$ cat src/rtl/jtag_scan_master.sv
// jtag_scan_master: host-side JTAG scan engine.
// Accepts IR/DR scan commands on a valid/ready interface, generates the
// TCK/TMS/TDI waveform from Run-Test/Idle back to Run-Test/Idle, and returns
// the captured TDO bits on a response handshake. TCK is derived from clk
// (half-period TCK_DIV clk cycles).
// Optional feature macro: JTAG_SCAN_MASTER_TLR_CMD_EN
//   defined   : IR command with length 0 walks the TAP through Test-Logic-Reset
//               (5 x TMS=1, 1 x TMS=0) and returns rsp_data=0.
//   undefined : that encoding is an ordinary zero-length command (no TCK).
module jtag_scan_master #(
  parameter int MAX_LEN = 8,
  parameter int LEN_W   = 4,
  parameter int TCK_DIV = 1
) (
  input  logic               clk,
  input  logic               rst_n,
  input  logic               cmd_valid,
  output logic               cmd_ready,
  input  logic               cmd_ir,
  input  logic [LEN_W-1:0]   cmd_len,
  input  logic [MAX_LEN-1:0] cmd_data,
  output logic               rsp_valid,
  input  logic               rsp_ready,
  output logic [MAX_LEN-1:0] rsp_data,
  output logic               tck,
  output logic               tms,
  output logic               tdi,
  input  logic               tdo
);

  // FSM states
  localparam logic [1:0] S_INIT = 2'd0;
  localparam logic [1:0] S_IDLE = 2'd1;
  localparam logic [1:0] S_SCAN = 2'd2;
  localparam logic [1:0] S_RESP = 2'd3;

  // Waveform flavour of the active sequence
  localparam logic [1:0] M_TLR = 2'd0;  // 5 x TMS=1 then TMS=0
  localparam logic [1:0] M_DR  = 2'd1;
  localparam logic [1:0] M_IR  = 2'd2;

  // Step counter is wide enough for the longest sequence (MAX_LEN+6 TCKs)
  // and for base+len arithmetic, so it never wraps.
  localparam int SW0 = $clog2(MAX_LEN + 7);
  localparam int CW  = ((SW0 > LEN_W) ? SW0 : LEN_W) + 1;
  localparam int DW  = (TCK_DIV > 1) ? $clog2(TCK_DIV) : 1;
  localparam logic [DW-1:0]    DIV_LAST  = DW'(TCK_DIV - 1);
  localparam logic [LEN_W-1:0] MAX_LEN_L = LEN_W'(MAX_LEN);

  logic [1:0]         state;
  logic [1:0]         mode;
  logic [LEN_W-1:0]   clen;
  logic [CW-1:0]      step;
  logic [DW-1:0]      div_cnt;
  logic [MAX_LEN-1:0] sdata;
  logic [MAX_LEN-1:0] bit_mask;

  logic [LEN_W-1:0]   clen_in;
  logic               tlr_cmd;
  logic               accept;
  logic               active;
  logic               tick;
  logic               rise;
  logic               fall;
  logic [CW-1:0]      len_c;
  logic [CW-1:0]      last_step;
  logic [CW-1:0]      nxt_step;
  logic               cur_shift;
  logic               nxt_shift;
  logic               nxt_tms;

  // First TCK index of the shift region: after 1,0,0 (DR) or 1,1,0,0 (IR)
  function automatic logic [CW-1:0] base_of(input logic [1:0] m);
    return (m == M_IR) ? CW'(4) : CW'(3);
  endfunction

  function automatic logic is_shift(input logic [1:0] m, input logic [CW-1:0] s,
                                    input logic [CW-1:0] len);
    return (m != M_TLR) && (s >= base_of(m)) && (s < base_of(m) + len);
  endfunction

  // TMS value for TCK number s of the sequence
  function automatic logic tms_at(input logic [1:0] m, input logic [CW-1:0] s,
                                  input logic [CW-1:0] len);
    logic [CW-1:0] b;
    b = base_of(m);
    if (m == M_TLR) return (s < CW'(5));
    if (s < b) return (m == M_IR) ? (s < CW'(2)) : (s == '0);
    if (s < b + len) return (s == b + len - CW'(1));
    return (s == b + len);
  endfunction

  assign cmd_ready = (state == S_IDLE);
  assign rsp_valid = (state == S_RESP);
  assign accept    = cmd_valid && cmd_ready;
  assign clen_in   = (cmd_len > MAX_LEN_L) ? MAX_LEN_L : cmd_len;

`ifdef JTAG_SCAN_MASTER_TLR_CMD_EN
  assign tlr_cmd = cmd_ir && (clen_in == '0);
`else
  assign tlr_cmd = 1'b0;
`endif

  // TCK phase decode: tick marks the clk cycle in which tck toggles
  always_comb begin
    active    = (state == S_INIT) || (state == S_SCAN);
    tick      = active && (div_cnt == DIV_LAST);
    rise      = tick && !tck;
    fall      = tick && tck;
    len_c     = CW'(clen);
    last_step = (mode == M_TLR) ? CW'(5) : base_of(mode) + len_c + CW'(1);
    nxt_step  = step + CW'(1);
    cur_shift = is_shift(mode, step, len_c);
    nxt_shift = is_shift(mode, nxt_step, len_c);
    nxt_tms   = tms_at(mode, nxt_step, len_c);
  end

  // Control FSM and TCK/TMS/TDI sequencer; TMS/TDI only move when TCK falls,
  // and park at TMS=1/TDI=0 so the next sequence's first TCK needs no setup.
  always_ff @(posedge clk or negedge rst_n) begin
    if (!rst_n) begin
      state   <= S_INIT;
      mode    <= M_TLR;
      clen    <= '0;
      step    <= '0;
      div_cnt <= '0;
      tck     <= 1'b0;
      tms     <= 1'b1;
      tdi     <= 1'b0;
      sdata   <= '0;
    end else begin
      case (state)
        S_IDLE: begin
          if (accept) begin
            clen    <= clen_in;
            sdata   <= cmd_data;
            step    <= '0;
            div_cnt <= '0;
            if (tlr_cmd) begin
              mode  <= M_TLR;
              state <= S_SCAN;
            end else if (clen_in == '0) begin
              state <= S_RESP;
            end else begin
              mode  <= cmd_ir ? M_IR : M_DR;
              state <= S_SCAN;
            end
          end
        end
        S_INIT, S_SCAN: begin
          if (tick) begin
            div_cnt <= '0;
            tck     <= !tck;
            if (fall) begin
              if (step == last_step) begin
                tms   <= 1'b1;
                tdi   <= 1'b0;
                state <= (state == S_INIT) ? S_IDLE : S_RESP;
              end else begin
                step <= nxt_step;
                tms  <= nxt_tms;
                if (nxt_shift) begin
                  tdi   <= sdata[0];
                  sdata <= sdata >> 1;
                end else begin
                  tdi <= 1'b0;
                end
              end
            end
          end else begin
            div_cnt <= div_cnt + DW'(1);
          end
        end
        S_RESP: begin
          if (rsp_ready) state <= S_IDLE;
        end
        default: state <= S_INIT;
      endcase
    end
  end

  // TDO capture: one-hot pointer walks up from bit 0, one step per shift TCK,
  // so bits at or above the latched length stay at their cleared value.
  always_ff @(posedge clk or negedge rst_n) begin
    if (!rst_n) begin
      rsp_data <= '0;
      bit_mask <= '0;
    end else if (accept) begin
      rsp_data <= '0;
      bit_mask <= MAX_LEN'(1);
    end else if (state == S_SCAN && rise && cur_shift) begin
      rsp_data <= rsp_data | (bit_mask & {MAX_LEN{tdo}});
      bit_mask <= bit_mask << 1;
    end
  end

endmodule

$ cat config.mk
export PLATFORM = sky130hd
export DESIGN_NAME = jtag_scan_master
export DESIGN_NICKNAME = d
export VERILOG_FILES = /design/src/rtl/jtag_scan_master.sv
export SDC_FILE = /design/constraint.sdc
export NUM_CORES = 1
export LEC_CHECK = 0
export ABC_AREA = 1
export CORE_ASPECT_RATIO = 1.2
export CORE_MARGIN = 2
export CORE_UTILIZATION = 35
export DETAILED_ROUTE_END_ITERATION = 6
export PLACE_DENSITY = 0.63
export SLEW_MARGIN = 10
export SYNTH_ARGS = -nofsm -noshare
export SYNTH_HDL_FRONTEND = slang
export SYNTH_SLANG_ARGS = --single-unit
export TNS_END_PERCENT = 5
$ cat constraint.sdc
create_clock -name clk -period 2.83 [get_ports clk]
set_input_delay 0.283 -clock clk [delete_from_list [all_inputs] [get_ports clk]]
set_output_delay 0.283 -clock clk [all_outputs]
set_load 0.02 [all_outputs]
==> impl_results.md <==
* Outcome: complete, no violations
* CTS tree: yes
* Hold Buf Count CTS at 0
* Clk slew on worst S/H paths at ~0.080 ns
* Net Count, Synth at 433
* Worst Path Buf+Inv at 4
* Delay of the slowest critical-path stage at approximately 0.45 ns
* Number of global-route vias before repair at about 2700
* Area grow syn2layout at 27.72%
* Asr flop ratio synth at 100.0%
* Drt drc at 0
* Vias per cell at a little under 5
* Yosys top cell by area: dfrtp_1
* Final setup fails at 0
* Worst Hold Class: in -> async
* Required time of the worst setup path at 3.02 ns
* Drt pass-1 iters at 4
* Routed len/inst at approximately 12 um
* Fin Hold WS at roughly 0.11 ns
* Chip width at around 87 um
* Non-filler cells, final at about 540
* Setup tns final at 0 ns
* Share of the synthesized area in the top cell type at between 30% and 40%
* Tmin final at about 2.8 ns
* H-tree depth at 2
* Antenna violations before repair at 0
* Share of cells above drive strength 1 at between 20% and 30%
* Post-DP HPWL at approximately 5 mm
* IO Count at 31
* Critical Path Start Type: register
* Period utilisation layout at 98.28%
* Detailed Route Iter0 Violations at 130
* Final Worst Setup Slack at roughly 0.049 ns
* Placed cells at about 520
* Synth warn at 0
* Core area at around 0.0081 mm2
* Crit path max-delay cell type: fa_2
* PD cells at ~1300 mW/mm2
* Layout net count at between 400 and 500
* Clock tree buffer depth at 2
* First-pass GRT wire length at 11.96 mm
* Mean Syn Cell Area at about 7.4 um2
* Crit. End Element: register
* Leak pwr at about 1.9 nW
* Largest net degree at the start of global routing at between 40 and 50
* Clock Skews at 0.002480 ns
* Post-synth top flop: dfrtp_1
* Starting Density at a little over a third
* DIE AREA at about 0.0090 mm2
* Critical Path Most Common Cell: nand2_2
* Highest Clock Rate at about 360 MHz
* Post-Syn Area at 0.002889 mm2
* Sequential area share after synthesis at between 30% and 40%
* Register-to-register setup slack at between 0.04 and 0.05 ns
* Mapped Cells at roughly 390
* Pwr Total at a little under 5 mW
* Row count at 36
* GR Overflow Total at 0
* Relative slew margins at approximately two fifths
* PortBufs at 30
* Worst slew pin tran at around 0.91 ns
* Pre-CTS WS at -0.03600 ns
* Clk_lat worst skew at around 0.29 ns
* EDFF count, synth at 0
* Number of antenna-violating nets in the routed design at 0
* GP Congestion at 0.9103
* Root Buffer: clkbuf_8
* CP max FO at 8
* Inserted Clock Buffers at 5
* CP arrival at 2.97 ns
* Seq cells post-synth at 41
* Max IR drop VDD at around 0.0006 V
* Ant. Diodes at 0
* Area contributors post-synth: dfrtp_1 35%, nand2_1 14%, ha_1 11%, nand3_1 7.1%, inv_1 6.2%
* Fillers at 801
* Die Y at between 100 and 150 um
* Delay-heaviest family, CP: simple AND/OR/NAND/NOR gates
* Fin. Hold Viols at 0
* Clk sinks at 41
* Setup CP Type: reg -> reg
* Tot GR Track Use at approximately 16%
* Top post-synthesis cells by count: 107 x nand2_1, 48 x inv_1, 41 x nand3_1
* Setup repair after global routing missed its margin: true
* Critical path cell sequence: nor2_4 -> inv_2 -> ha_4 -> inv_2 -> fa_2 -> buf_4 -> buf_4 -> ha_4 -> and3_4 -> nand3b_1 -> nand2_2 -> nor2_2 -> nand2_2 -> nand2_4 -> nand2_8 -> nand2_2 -> nand2_2
* Post-Route WL at about 6.7 mm
* Synth cell types at 36
* Max Slew Vio Count at 0
* Max_cap viols at 0
* Most common cell in the netlist: nand2_1
* Routed via count at between 2000 and 3000
cell families (layout without fill, tap and decap cells):
kind of cell,after synthesis,after routing,share of synthesized area [%]
XOR/XNOR,4,4,1.473
flip-flops,41,41,35.56
AND/OR/NAND/NOR,207,207,32.91
AO/OA/AOI/OAI,50,50,10.01
buffers and inverters,59,114,8.098
adder cells (fa/ha/maj),27,27,11.95
state kept, by name (all words and copies together) (netlist names):
name and cells:
state 2, clen 4, div_cnt 1, tdi 1
rsp_data 8, mode 2, bit_mask 8, step 5
tms 1, sdata 8, tck 1
where the power goes:
group	switching, mW	internal (mW)	leakage [nW]
combinational	2.11	1.46	1.26
sequential	0.147	0.783	0.534
clock	0.204	0.221	0.0542
total	2.46	2.47	1.85
final cells by class:
cell class / count / area (um2) / area share, %
multi-input combinational: 288 / 1764 / 47.81
sequential: 41 / 1027 / 27.84
timing repair buffer: 55 / 486.7 / 13.19
inverter: 51 / 191.4 / 5.188
tap: 95 / 118.9 / 3.221
clock buffer: 7 / 96.34 / 2.611
clock inverter: 1 / 5.005 / 0.1356
what timing repair did:
item	in CTS	in global routing
pin swaps	10	18
setup endpoints to repair	16	33
gates cloned	0	0
setup buffers	4	2
gates resized for setup	6	35
through the flow:
| step | cell area (um2) | utilization [%] |
|---|---|---|
| floorplan | 2897 | - |
| global placement | 3411 | 42.30 |
| detailed placement | 3411 | 42.30 |
| CTS | 3566 | 44.23 |
| global route | 3690 | 45.76 |
| finish | 3690 | 45.76 |
placed cells by master (no fill, tap or decap), drive strengths merged, types with 4 or more instances in the layout:
cell type      netlist  routed
buf                  4      26
a21oi               12      12
o21ai               24      24
clkdlybuf4s50        0      29
nand4                4       4
inv                 51      51
o21a                 5       5
ha                  26      26
nand3               45      45
nor2                28      28
dfrtp               40      40
nor3                 5       5
clkbuf               4       7
nand2              118     118
path summary, 6_finish.rpt:
path / startpoint / endpoint / cells after the start
setup / recovery: mode[0]$_DFFE_PN0P_ / sdata[2]$_DFFE_PN0P_ / 17
hold / removal: rst_n / step[4]$_DFFE_PN0P_ / 1
setup reg to reg: mode[0]$_DFFE_PN0P_ / sdata[2]$_DFFE_PN0P_ / 17
hold reg to reg: sdata[2]$_DFFE_PN0P_ / sdata[2]$_DFFE_PN0P_ / 2
max in group asynchronous: rst_n / rsp_data[2]$_DFFE_PN0P_ / 1
min in group clk: sdata[2]$_DFFE_PN0P_ / sdata[2]$_DFFE_PN0P_ / 2
layer usage:
layer / up-vias / routed length (um) / track usage (%)
li1: 1359 / - / -
met1: 1263 / 2920 / 19.13
met2: 36 / 3565 / 29.12
met3: 7 / 137 / 2.231
met4: 0 / 66 / 3.683
met5: - / 0 / 0
No activity file was read; power rests on OpenSTA's default activity.
